File: src/rtl/mem_port_arbiter.sv
// Round-robin arbiter sharing one single-port memory between fetch (I) and data (D)
// ports, one outstanding transaction. Optional per-transaction timeout: MEM_ARB_TIMEOUT_EN.
module mem_port_arbiter #(
  parameter int ADDR_W      = 32,
  parameter int DATA_W      = 32,
  parameter int TIMEOUT_CYC = 64
) (
  input  logic                clk,
  input  logic                rst,
  input  logic                i_req,
  input  logic [ADDR_W-1:0]   i_addr,
  output logic                i_gnt,
  output logic                i_rvalid,
  output logic [DATA_W-1:0]   i_rdata,
  output logic                i_err,
  input  logic                d_req,
  input  logic                d_we,
  input  logic [ADDR_W-1:0]   d_addr,
  input  logic [DATA_W-1:0]   d_wdata,
  input  logic [DATA_W/8-1:0] d_be,
  output logic                d_gnt,
  output logic                d_rvalid,
  output logic [DATA_W-1:0]   d_rdata,
  output logic                d_err,
  output logic                m_req,
  output logic                m_we,
  output logic [ADDR_W-1:0]   m_addr,
  output logic [DATA_W-1:0]   m_wdata,
  output logic [DATA_W/8-1:0] m_be,
  input  logic                m_gnt,
  input  logic                m_rvalid,
  input  logic [DATA_W-1:0]   m_rdata,
  output logic                busy
);
  localparam int BE_W = DATA_W/8;
  localparam logic OWN_I = 1'b0;
  localparam logic OWN_D = 1'b1;

  typedef enum logic [1:0] {IDLE, REQ, WAIT} state_t;

  state_t            state_q, state_d;
  logic              owner_q, owner_d, last_q, last_d;
  logic              m_req_q, m_req_d, m_we_q, m_we_d;
  logic [ADDR_W-1:0] m_addr_q, m_addr_d;
  logic [DATA_W-1:0] m_wdata_q, m_wdata_d;
  logic [BE_W-1:0]   m_be_q, m_be_d;
  logic              i_gnt_q, i_gnt_d, d_gnt_q, d_gnt_d;
  logic              i_rvalid_q, i_rvalid_d, d_rvalid_q, d_rvalid_d;
  logic [DATA_W-1:0] i_rdata_q, i_rdata_d, d_rdata_q, d_rdata_d;
  logic              tmo, drop_q, tmo_fire, pick;

  always_comb begin
    state_d    = state_q;
    owner_d    = owner_q;
    last_d     = last_q;
    m_req_d    = m_req_q;
    m_we_d     = m_we_q;
    m_addr_d   = m_addr_q;
    m_wdata_d  = m_wdata_q;
    m_be_d     = m_be_q;
    i_gnt_d    = 1'b0;
    d_gnt_d    = 1'b0;
    i_rvalid_d = 1'b0;
    d_rvalid_d = 1'b0;
    i_rdata_d  = i_rdata_q;
    d_rdata_d  = d_rdata_q;
    tmo_fire   = 1'b0;
    pick       = OWN_I;
    case (state_q)
      IDLE: begin
        if (i_req || d_req) begin
          // Tie goes to whoever did not own the previous transaction.
          pick    = (i_req && (!d_req || last_q == OWN_D)) ? OWN_I : OWN_D;
          owner_d = pick;
          last_d  = pick;
          m_req_d = 1'b1;
          state_d = REQ;
          if (pick == OWN_D) begin
            m_we_d    = d_we;
            m_addr_d  = d_addr;
            m_wdata_d = d_wdata;
            m_be_d    = d_be;
            d_gnt_d   = 1'b1;
          end else begin
            m_we_d    = 1'b0;
            m_addr_d  = i_addr;
            m_wdata_d = '0;
            m_be_d    = '1;
            i_gnt_d   = 1'b1;
          end
        end
      end
      REQ: begin
        if (m_gnt && !drop_q) begin
          m_req_d = 1'b0;
          state_d = WAIT;
        end else if (tmo) begin
          tmo_fire = 1'b1;
        end
      end
      WAIT: begin
        if (m_rvalid) begin
          state_d = IDLE;
          if (owner_q == OWN_D) begin
            d_rvalid_d = 1'b1;
            d_rdata_d  = m_we_q ? '0 : m_rdata;
          end else begin
            i_rvalid_d = 1'b1;
            i_rdata_d  = m_rdata;
          end
        end else if (tmo) begin
          tmo_fire = 1'b1;
        end
      end
      default: state_d = IDLE;
    endcase
    if (tmo_fire) begin
      state_d = IDLE;
      m_req_d = 1'b0;
      if (owner_q == OWN_D) begin
        d_rvalid_d = 1'b1;
        d_rdata_d  = '0;
      end else begin
        i_rvalid_d = 1'b1;
        i_rdata_d  = '0;
      end
    end
  end

  always_ff @(posedge clk) begin
    if (rst) begin
      state_q    <= IDLE;
      owner_q    <= OWN_I;
      last_q     <= OWN_D;
      m_req_q    <= 1'b0;
      m_we_q     <= 1'b0;
      m_addr_q   <= '0;
      m_wdata_q  <= '0;
      m_be_q     <= '0;
      i_gnt_q    <= 1'b0;
      d_gnt_q    <= 1'b0;
      i_rvalid_q <= 1'b0;
      d_rvalid_q <= 1'b0;
      i_rdata_q  <= '0;
      d_rdata_q  <= '0;
    end else begin
      state_q    <= state_d;
      owner_q    <= owner_d;
      last_q     <= last_d;
      m_req_q    <= m_req_d;
      m_we_q     <= m_we_d;
      m_addr_q   <= m_addr_d;
      m_wdata_q  <= m_wdata_d;
      m_be_q     <= m_be_d;
      i_gnt_q    <= i_gnt_d;
      d_gnt_q    <= d_gnt_d;
      i_rvalid_q <= i_rvalid_d;
      d_rvalid_q <= d_rvalid_d;
      i_rdata_q  <= i_rdata_d;
      d_rdata_q  <= d_rdata_d;
    end
  end

`ifdef MEM_ARB_TIMEOUT_EN
  localparam int CNT_W = 16;
  logic [CNT_W-1:0] cnt_q;
  logic             i_err_q, d_err_q;

  assign tmo = (cnt_q == CNT_W'(TIMEOUT_CYC - 1));

  // Counter is held clear in IDLE, so it restarts on every entry to REQ.
  always_ff @(posedge clk) begin
    if (rst) begin
      cnt_q   <= '0;
      drop_q  <= 1'b0;
      i_err_q <= 1'b0;
      d_err_q <= 1'b0;
    end else begin
      cnt_q   <= (state_q == IDLE) ? '0 : cnt_q + 1'b1;
      if (m_rvalid)
        drop_q <= 1'b0;
      else if (tmo_fire && state_q == WAIT)
        drop_q <= 1'b1;
      i_err_q <= tmo_fire && (owner_q == OWN_I);
      d_err_q <= tmo_fire && (owner_q == OWN_D);
    end
  end

  assign i_err = i_err_q;
  assign d_err = d_err_q;
`else
  // No timeout: the arbiter waits for the memory indefinitely.
  assign tmo    = 1'b0 && (TIMEOUT_CYC > 0);
  assign drop_q = 1'b0;
  assign i_err  = 1'b0;
  assign d_err  = 1'b0;
`endif

  assign i_gnt    = i_gnt_q;
  assign i_rvalid = i_rvalid_q;
  assign i_rdata  = i_rdata_q;
  assign d_gnt    = d_gnt_q;
  assign d_rvalid = d_rvalid_q;
  assign d_rdata  = d_rdata_q;
  assign m_req    = m_req_q;
  assign m_we     = m_we_q;
  assign m_addr   = m_addr_q;
  assign m_wdata  = m_wdata_q;
  assign m_be     = m_be_q;
  assign busy     = (state_q != IDLE);

endmodule

File: config.mk
export PLATFORM = sky130hd
export DESIGN_NAME = mem_port_arbiter
export DESIGN_NICKNAME = d
export VERILOG_FILES = /design/src/rtl/mem_port_arbiter.sv
export SDC_FILE = /design/constraint.sdc
export NUM_CORES = 1
export LEC_CHECK = 0
export ABC_AREA = 1
export BUFFER_PORTS_ARGS = -buffer_cell sky130_fd_sc_hd__buf_2
export CAP_MARGIN = 40
export CORE_MARGIN = 2
export CORE_UTILIZATION = 40
export DETAILED_ROUTE_END_ITERATION = 7
export PLACE_DENSITY = 0.7
export SLEW_MARGIN = 5
export SYNTH_ARGS = -nofsm -noshare
export SYNTH_HDL_FRONTEND = slang
export SYNTH_SLANG_ARGS = --single-unit
File: constraint.sdc
create_clock -name clk -period 2.65 [get_ports clk]
set_clock_uncertainty 0.15 [all_clocks]
set_input_delay 0.265 -clock clk [delete_from_list [all_inputs] [get_ports clk]]
set_output_delay 0.265 -clock clk [all_outputs]
set_load 0.05 [all_outputs]
; Yosys cells after proc, flatten, opt, wreduce, memory -nomap -nowiden
; Cells that the tools add are included.
[word_totals]
regBits = 142
inputBits = 139
out_inout_bits = 141
word_cells = 54
[classes]
n_eq_ne = 5
mux = 16
bitwise_logic = 5
reduce_logical = 14
[op_table]
columns = op, n
row1 = 32-bit two-way mux, 3
row2 = 3-bit AND reduction, 4
row3 = 1-bit two-way mux, 7
row4 = 2-bit two-way mux, 3
row5 = "2-bit != test, second input constant", 3
row6 = 2-bit case mux with 3 select lines, 1
row7 = 3-bit OR reduction, 2
row8 = 1-bit NOT, 5
row9 = 4-bit two-way mux, 1
row10 = 2-bit nonzero test, 2
row11 = "2-bit by 1-bit == test with 1-bit output, second input constant", 1
row12 = "2-bit == test, second input constant", 1
row13 = 2-bit logical NOT, 1
row14 = 1-bit logical OR, 2
row15 = 1-bit case mux with 2 select lines, 1
row16 = 2-bit AND reduction, 1
row17 = 1-bit logical AND, 1
row18 = 1-bit logical NOT, 1

; Logic depth before layout (Yosys ltp)
[logic_depth]
depth_word = 4
ltp_mapped = 8
mapped_depth_nobuf = 6

; Worst setup path before layout
; No wires, ideal clock.
[synth_timing]
path_kind = register to register
from = register state_q[0]
to = register m_wdata_q[18], in the netlist m_wdata[18]
setup_ns = 0.060
arrival_time_ns = 1.375
required_ns = 2.440
slack_ns = 1.065
path_stages_with_launch = 8
n_path_buf = 2
period_less_slack_ns = 1.585
cell_sequence = dfxtp_1 > inv_2 > nand2_1 > nor2_2 > buf_4 > buf_4 > nand4_1 > nand2_1
[synth_between]
elab_chain_cells = 2
[synth_rtl]
columns = item, line_no
row1 = start: declaration, 41  ; state_t state_q, state_d;
row2 = start signal: assignment, 147  ; state_q <= state_d;
row3 = 2-bit logical NOT, 69  ; case (state_q)
row4 = 2-bit AND reduction (no source line), n/a
row5 = end signal: assignment, 153  ; m_wdata_q <= m_wdata_d;
row6 = end: declaration, 45  ; logic [DATA_W-1:0] m_wdata_q, m_wdata_d;
; No other way between the ends.
; A chain may end at the register's enable or synchronous reset.

; Final worst setup path
[layout_timing]
from = input port m_rvalid
to = register d_rdata_q[19], in the netlist d_rdata[19]
[layout_between]
elab_chain_cells = 1
[layout_rtl]
columns = item, line_no
row1 = start: declaration, 31  ; input logic m_rvalid,
row2 = 3-bit AND reduction (no source line), n/a
row3 = end signal: assignment, 160  ; d_rdata_q <= d_rdata_d;
row4 = end: declaration, 49  ; logic [DATA_W-1:0] i_rdata_q, i_rdata_d, d_rdata_q, d_rdata_d;
; No other way between the ends.

==> parameters.txt <==
Parameter                              Value

Global routing
  First-pass GRT wire length ... around 31,000 um
  Antenna violations before repair ... 1
  Global route total overflow ... 0
  Largest net degree at the start of global routing ... 65
  Total routing resource utilization after global routing ... 0.238
  Vias in the first global route ... 6,246

Clock network
  Post CTS Setup Buffer Count ... 0
  Maximum level of the CTS H-tree ... 4
  Maximum clock path buffer count ... 2
  Post-cts repair resize count ... 0
  Clock tree from TritonCTS ... done
  Number of buffers added by the clock tree synthesis step ... 17
  Number of buffers added to fix hold violations after cts ... 71
  Clock root buffer ... clkbuf_16
  Clk_lat worst skew ... slightly above 0.4 ns
  Clock sink count ... 142
  Clock slew seen by the registers of the worst setup and hold paths ... approximately 0.060 ns

Placed design
  Number of cells after detailed placement ... 1,286
  HPWL reported at the end of detailed placement ... 12,400 um
  Placer Congestion ... 0.840
  Number of I/O port buffers ... 277

Synthesis
  Primary FF master, synth ... dfxtp_1
  Synthesized flop and latch total ... 142
  Synth cell types ... 21
  Synthesized area ... roughly 6000 um^2
  Count leader, synth ... nand2_1
  Syn Area/Cell ... 6.82 um^2
  Library cell occupying the most area in the post-synthesis netlist ... dfxtp_1
  Commonest cells post-synth ... nand2_1 (210), nor2_1 (175), dfxtp_1 (142), inv_1 (73), nand3_1 (69)
  Count of mapped cells out of synthesis ... 878
  Area fraction of the dominant cell type after synthesis ... 0.475
  Async set or reset register ratio after synthesis ... 0
  Main area contributors after synthesis ... dfxtp_1 (47%), nand2_1 (13%), nor2_1 (11%)
  Post-synth EDFFs ... 0
  Yosys warnings ... 0
  Share of synthesized area occupied by flip-flops and latches ... 0.475

Floorplan
  I/O pin count ... 280
  Width of the die ... 126 um
  Die Footprint ... between 15,000 and 20,000 um^2
  Effective utilization at floorplan ... 0.410
  Core Rows ... 44
  Y dimension of the die ... between 100 and 150 um
  Area of the core ... 14,600 um^2

Critical path
  Cell chain of the critical path ... dlygate4sd3_1 > buf_2 > nand2_1 > nor2_4 > buf_4 > nand2_1 > o21ai_0 > nor2_1
  Cell at the slowest stage of the critical path ... dlygate4sd3_1
  Worst Setup End Kind ... flip-flop
  Worst setup path category ... input port to flip-flop
  Number of buffer and inverter stages on the critical path ... 3
  Destination of the worst register-to-register timing path ... m_be[0]
  Critical path startpoint category ... input port
  Worst r2r src ... state_q[1]
  Critical path fanouts, max ... between 60 and 70
  Crit path required time ... 2.79 ns
  Worst path arrival time ... 1.88 ns
  R2R depth ... 7
  Kind of cell adding the most delay to the critical path ... buffers and inverters
  Worst setup slack for register-to-register paths ... 0.94 ns
  Cell depth of the worst setup path ... 8
  Top cell by count, worst path ... nand2_1
  Largest stage delay on the critical path ... roughly 0.56 ns
  Start point of the critical path ... m_rvalid
  Crit path to ... d_rdata[19]

Status
  Status ... complete, no violations

Finish
  Flip-flop and latch area ... 2840 um^2
  Share of layout cells above drive strength 1 ... 0.273
  Number of standard cells in the layout, taps in and fillers out ... 1,390
  Area of combinational cells with multiple inputs ... 2560 um^2
  Total number of nets in the final design ... 1,331
  Fill cell total of the finished layout ... 1,369
  Synthesis-to-finish area growth ... 46.2%

STA
  Endpoints failing setup ... 0
  Maximum clock rate ... 573 MHz
  Unrepaired setup endpoints after global routing ... no
  Post-route fraction of the period consumed by the critical path ... 0.658
  Slew headroom ... 0.586
  Number of hold violations in the final report ... 0
  Min cycle time layout ... 1.74 ns
  Setup TNS ... 0 ns
  Number of max-slew violations in the final report ... 0
  Slew at the pin closest to its max-slew limit ... just over 0.6 ns

Route
  First-pass iteration count of the detailed router ... 6
  Via total after detailed routing ... around 6,600
  Wire length per cell after detailed routing ... around 14 um
  Number of nets with antenna violations after detailed routing ... 0
  Number of violations reported at the end of detailed-routing iteration 0 ... 370
  Post-detailed-routing wire length ... 19,200 um
  Via density ... between 4 and 5
  Post-route DRC violation count ... 0

Worst hold path
  Path type of the worst min-delay path ... input port to flip-flop
  Critical hold path startpoint ... i_addr[29]

Run
  MaxCap Viol Count ... 0

Power
  Proportion of total power due to net switching ... 0.317
  Fraction of power consumed by combinational cells ... 0.224
  Pleak ... 4.62 nW
  Clock group share of total power ... 0.388
  Int Pwr ... around 4.1 mW
  Sequential cell fraction of total power ... 0.388
  Ratio of total power to cell area ... about 690 nW/um^2
  Largest voltage drop on the vdd net ... 0.413 mV
  Sw Pwr ... 1.90 mW
==> worst min-delay path, delay by kind of cell <==
family | cells | cell delay [ns]
buffers and inverters | 1 | 0.08
AND/OR/NAND/NOR | 4 | 0.21
==> state kept, by name, summed over array words and instances (netlist names) <==
register and count:
d_rdata 32, i_rdata 32, m_addr 32, m_wdata 32, m_be 4, state_q 2
d_gnt 1, d_rvalid 1, i_gnt 1, i_rvalid 1, last_q 1, m_req 1
m_we 1, owner_q 1
==> power groups by stage <==
stage	Sequential, mW	Clock, mW	Combinational, mW
2_1_floorplan	2.80	0	0.475
3_3_place_gp	2.37	0	1.25
3_5_place_dp	2.37	0	1.26
4_1_cts	2.33	2.38	1.34
5_1_grt	2.34	2.48	1.46
6_report	2.33	2.33	1.34
==> placed cells by master, fill, tap and decap left out <==
master           n
a21oi_1         35
buf_12           4
buf_2          277
buf_4            9
bufinv_16        2
clkbuf_1         2
clkbuf_16       17
clkbuf_8         2
clkinv_2         3
clkinv_4         2
clkinvlp_4       3
conb_1           2
dfxtp_1        142
diode_2          2
dlygate4sd3_1   71
inv_1           72
inv_2            3
inv_4            1
nand2_1        209
nand2_2          3
nand3_1         69
nand3b_1         1
nand4_1         34
nor2_1         175
nor2_4           2
o21ai_0         60
o21ai_1          3
o21ai_4          1
==> logic make-up (layout without fill, tap and decap cells) <==
group	count (synthesis)	count (layout)	share of synthesized area
buf+inv	143	468	0.100
simple gates	493	493	0.341
compound gates	99	99	0.0834
flops	142	142	0.475
other cells	1	4	0.000626
==> per-stage QoR <==
| step | hold WS, ns | cell area, um^2 | worst slack [ns] | total power, mW | utilization |
|---|---|---|---|---|---|
| after global placement | 0.305 | 7460 | 0.931 | 3.62 | 0.511 |
| after floorplan | 0.236 | 5990 | 1.06 | 3.27 | - |
| after CTS | 0.0139 | 8740 | 0.897 | 6.05 | 0.599 |
| after global routing | 0.0457 | 8750 | 0.728 | 6.28 | 0.599 |
| after detailed placement | 0.309 | 7460 | 0.891 | 3.63 | 0.511 |
| final | 0.0387 | 8750 | 0.906 | 6.00 | 0.600 |
==> layer usage <==
layer	track usage	wire length [um]
met1	0.280	8010
met2	0.405	9220
met3	0.0700	1510
met4	0.100	489
met5	0	0
==> worst min path at each step <==
stage	endpoint	slack, ns	cells after the start
2_1_floorplan	m_be[0]	0.24	2
4_1_cts	m_addr[29]	0.01	5
3_3_place_gp	last_q	0.30	2
3_5_place_dp	m_wdata[14]	0.31	2
5_1_grt	m_addr[31]	0.05	5
6_report	m_addr[29]	0.04	5
==> final cells by class <==
cell class              instances  area share
multi-input cells             594       0.293
flip-flops and latches        142       0.325
repair buffers                361       0.257
diodes                          2    0.000572
clock buffers                  21      0.0526
clock inverters                10      0.0132
inverters                      76      0.0329
well taps                     184      0.0263
No activity file was read; power rests on OpenSTA's default activity.
